## src/rtl/nv_nvdla_sdp_erdma_flopram_rwsa_mxn.sv

```systemverilog
// DEPTH-entry flop register file with one write and one read port, a post-reset clear sequencer and a write-data bypass at ra==DEPTH.
// Define NV_SDP_FLOPRAM_DOUT_REG_EN to register dout, which gives 1-cycle read latency.
module nv_nvdla_sdp_erdma_flopram_rwsa_mxn #(
    parameter int WIDTH = 256,
    parameter int DEPTH = 4,
    localparam int AW = ($clog2(DEPTH + 1) > 1) ? $clog2(DEPTH + 1) : 1
) (
    input  logic             clk,
    input  logic             reset,
    input  logic [31:0]      pwrbus_ram_pd,
    input  logic             we,
    input  logic [AW-1:0]    wa,
    input  logic [WIDTH-1:0] di,
    input  logic [AW-1:0]    ra,
    output logic [WIDTH-1:0] dout,
    output logic             init_busy,
    output logic             err_wr_drop
);

    localparam int IW = (DEPTH > 1) ? $clog2(DEPTH) : 1;
    localparam logic [AW-1:0] DEPTH_A = AW'(DEPTH);
    localparam logic [AW-1:0] LAST_A  = AW'(DEPTH - 1);

    typedef enum logic {INIT, IDLE} state_t;

    state_t            state, state_nxt;
    logic [AW-1:0]     clr_ptr;
    logic [WIDTH-1:0]  mem [DEPTH];
    logic              mem_we;
    logic [IW-1:0]     mem_wa;
    logic [WIDTH-1:0]  mem_wd;
    logic              wr_drop;
    logic [WIDTH-1:0]  rd_data;
    logic              unused_pwrbus;

    assign unused_pwrbus = ^pwrbus_ram_pd;
    assign init_busy     = (state == INIT);

    always_ff @(posedge clk) begin
        if (reset) begin
            state   <= INIT;
            clr_ptr <= '0;
        end else begin
            state <= state_nxt;
            if (state == INIT) begin
                clr_ptr <= clr_ptr + 1'b1;
            end
        end
    end

    always_comb begin
        state_nxt = state;
        if (state == INIT && clr_ptr == LAST_A) begin
            state_nxt = IDLE;
        end
    end

    // The clear sequencer owns the write port until it finishes; user writes then are dropped.
    assign wr_drop = we & (init_busy | (wa >= DEPTH_A));
    assign mem_we  = init_busy | (we & (wa < DEPTH_A));
    assign mem_wa  = init_busy ? clr_ptr[IW-1:0] : wa[IW-1:0];
    assign mem_wd  = init_busy ? '0 : di;

    always_ff @(posedge clk) begin
        if (mem_we) begin
            mem[mem_wa] <= mem_wd;
        end
    end

    always_ff @(posedge clk) begin
        if (reset) begin
            err_wr_drop <= 1'b0;
        end else if (wr_drop) begin
            err_wr_drop <= 1'b1;
        end
    end

    // Reads see pre-write contents; only ra==DEPTH forwards di.
    always_comb begin
        rd_data = '0;
        if (ra < DEPTH_A) begin
            if (!init_busy) begin
                rd_data = mem[ra[IW-1:0]];
            end
        end else if (ra == DEPTH_A) begin
            rd_data = di;
        end
    end

`ifdef NV_SDP_FLOPRAM_DOUT_REG_EN
    logic [WIDTH-1:0] dout_p1;

    // Stage p1: registered read data
    always_ff @(posedge clk) begin
        if (reset) begin
            dout_p1 <= '0;
        end else begin
            dout_p1 <= rd_data;
        end
    end

    assign dout = dout_p1;
`else
    assign dout = rd_data;
`endif

endmodule

```

## config.mk

```make
export PLATFORM = sky130hd
export DESIGN_NAME = nv_nvdla_sdp_erdma_flopram_rwsa_mxn
export DESIGN_NICKNAME = d
export VERILOG_FILES = /design/src/rtl/nv_nvdla_sdp_erdma_flopram_rwsa_mxn.sv
export SDC_FILE = /design/constraint.sdc
export NUM_CORES = 1
export LEC_CHECK = 0
export ABC_AREA = 1
export CAP_MARGIN = 10
export CORE_ASPECT_RATIO = 0.7
export CORE_MARGIN = 3
export CORE_UTILIZATION = 53
export CTS_CLUSTER_SIZE = 28
export DETAILED_ROUTE_END_ITERATION = 7
export PLACE_DENSITY = 0.77
export SYNTH_ARGS = -nofsm -noshare
export SYNTH_HDL_FRONTEND = slang
export SYNTH_SLANG_ARGS = --single-unit
export TNS_END_PERCENT = 5
```

## constraint.sdc

```tcl
create_clock -name clk -period 19.7 [get_ports clk]
set_input_delay 3.94 -clock clk [delete_from_list [all_inputs] [get_ports clk]]
set_output_delay 3.94 -clock clk [all_outputs]
set_load 0.05 [all_outputs]
```

==> metrics.yaml <==
status: "finished clean"
layout_common_cells: "1799 x nand2_1, 1024 x edfxtp_1, 769 x nand3_1"
r2r_end: "mem[2][130]"
cts_setup_buffers: 0
synth_nets: 4434
final_cell_area_um2: 52400
wire_per_inst_um: 18.7
place.gp.congestion: 0.753
required_ns: 15.76
slew_viol_final: 0
rows: 87
hpwl_mm: 58.4
synthTopCellsByArea: "edfxtp_1 70%, nand2_1 15%, nand3_1 8.8%"
layout.nets: 4832
die_w_um: 350
grt_start_max_net_pins: 227
fin_skew_ns: 0.0160
port_buffers: 522
min_to: "err_wr_drop"
finalHoldViolations: 0
first_global_vias: 29300
synth_seq_cells: 1029
critical-path-max-stage-delay_ns: 1.06
path_common_cell: "nand2_1"
clk_path_buf_depth: 3
ctsHoldBuffers: 0
hold_ws_ns: 0.454
clk_latency_ns: 0.65
die_height_um: 247
syn2layout_area_growth_pct: 19.3
yosys-mux-area-fraction: 0
yosysWarnings: 0
cts_made_buffers: 94
ys_seq_area_frac: 0.703
crit_path_cell_trace: "clkbuf_8 -> inv_8 -> nand2_2 -> nor2_4 -> buf_12 -> buf_4 -> nand2_1 -> nand2_1 -> clkdlybuf4s50_1"
worstHoldPathType: "register to register"
synth_top_area_share: 0.700
vias: 30500
post_cts_resized: 0
finalWorstSetupSlack_ns: 7.33
fmax_mhz: 80.8
clk_pin_slew_ns: 0.07
syn_avg_cell_area_um2: 10.6
min_path_cells: 2
cp_max_fo: 191
first_iter_violations: 2922
fillers: 6042
clock-sinks: 1029
root_buffer: "clkbuf_16"
synthSimpleGateAreaFrac: 0.243
worstHoldStart: "err_wr_drop"
io_pins: 555
grt_util_all_layers: 0.243
synth_area_um2: 43900
slowest_stage: "clkdlybuf4s50_1"
ff2ff_path_depth: 8
ant_nets: 0
globalRouteOverflowTotal: 0
cts.htree.levels: 3
grt_antenna_before_repair: 9
routed_wl_mm: 106
synth-compound-area-share: 0.000855
final_common_cell: "nand2_1"
setup_viol_count_final: 0
powerDensity_nw_per_um2: 102
synth_adder_area_share: 0.000570
r2r-start: "state"
syn_inst: 4135
synth_cell_type_count: 22
drive_gt1_frac: 0.0380
synth_top_family_by_area: "simple AND/OR/NAND/NOR gates"
start_kind: "input pin"
synth.largest_area_cell: "edfxtp_1"
cellLeakagePower_nw: 21.5
grt_pass1_wl_mm: 163
fin_tns_setup_ns: 0
dieArea_um2: 86400
cap_violations: 0
total_power_mw: 5.36
dr.pass1.iters: 6
synth_xor_area_frac: 0
slew_headroom: 0.226
cts_tree: "built"
crit_type: "input pin to output pin"
finalCriticalPeriod_ns: 12.37
place_area_um2: 49500
ir_worst_vdd_mv: 0.0738
worstMarginPinSlew_ns: 1.16
core_region_area_um2: 81300
end_kind: "output pin"
r2r_setup_slack_ns: 13.98
dp_slack_ns: 7.34
drc: 0
via_per_inst: 5.36
initial_core_util: 0.540
rsz0062_at_grt: "false"
cp_data_arrival_time_ns: 8.43
period_share: 0.628
-- state kept, by name, indices dropped and copies added, names as in the netlist --
name / count
clr_ptr: 3
err_wr_drop: 1
state: 1
mem: 1024
-- critical path, delay by kind of cell --
kind	cells	cell delay, ns
buf+inv	5	3.68
simple gates	4	0.47
-- cell families (layout without fill, tap and decap cells) --
family / count (synthesis) / after routing
flip-flops: 1029 / 1029
adder cells (fa/ha/maj): 2 / 2
other: 0 / 8
buffers and inverters: 518 / 989
AO/OA/AOI/OAI: 7 / 7
AND/OR/NAND/NOR: 2579 / 2579
-- Yosys cell counts (all sizes together) --
cell / n
inv: 262
or2: 1
buf: 239
nand2: 1800
a211oi: 1
edfxtp: 1024
clkbuf: 16
a21oi: 3
ha: 2
o21ai: 3
clkinv: 1
nor2: 9
nand3: 769
dfxtp: 5
-- worst max-delay path by stage --
stage / endpoint / cells past startpoint / startpoint / slack (ns)
2_1_floorplan: mem[0][0] / 3 / wa[0] / 3.92
3_3_place_gp: dout[124] / 9 / ra[1] / 7.33
3_5_place_dp: dout[124] / 9 / ra[1] / 7.34
4_1_cts: dout[124] / 9 / ra[1] / 7.35
5_1_grt: dout[124] / 9 / ra[1] / 7.11
6_report: dout[124] / 9 / ra[1] / 7.33
-- cell type report --
type | count | area (um^2) | area share
antenna | 8 | 20.0 | 0.000382
clock buffer | 113 | 2440 | 0.0467
clock inverter | 56 | 419 | 0.00800
inverter | 263 | 1010 | 0.0193
multi-input combinational | 2588 | 10800 | 0.205
sequential | 1029 | 30900 | 0.589
tap | 1068 | 1340 | 0.0255
timing repair buffer | 557 | 5550 | 0.106
-- stage by stage --
step / utilization / cells
floorplan: - / 4135
global placement: 0.609 / 5505
detailed placement: 0.609 / 5505
CTS: 0.644 / 5674
global route: 0.644 / 5678
finish: 0.644 / 5682
-- layer usage --
metal	track usage	wire [um]	up-vias	share of wire
li1	-	-	14600	-
met1	0.320	42500	14400	0.40
met2	0.411	52300	1190	0.49
met3	0.0436	8320	189	0.078
met4	0.0788	2950	8	0.028
met5	0	55	-	0.00052
-- report_power, final --
part	switching [mW]	leakage [nW]	internal (mW)	total (mW)
Combinational	0.555	10.1	0.200	0.755
Sequential	0.0767	9.99	2.83	2.91
Clock	0.769	1.38	0.928	1.70
Total	1.40	21.5	3.96	5.36
(Power assumes the default switching activity.)
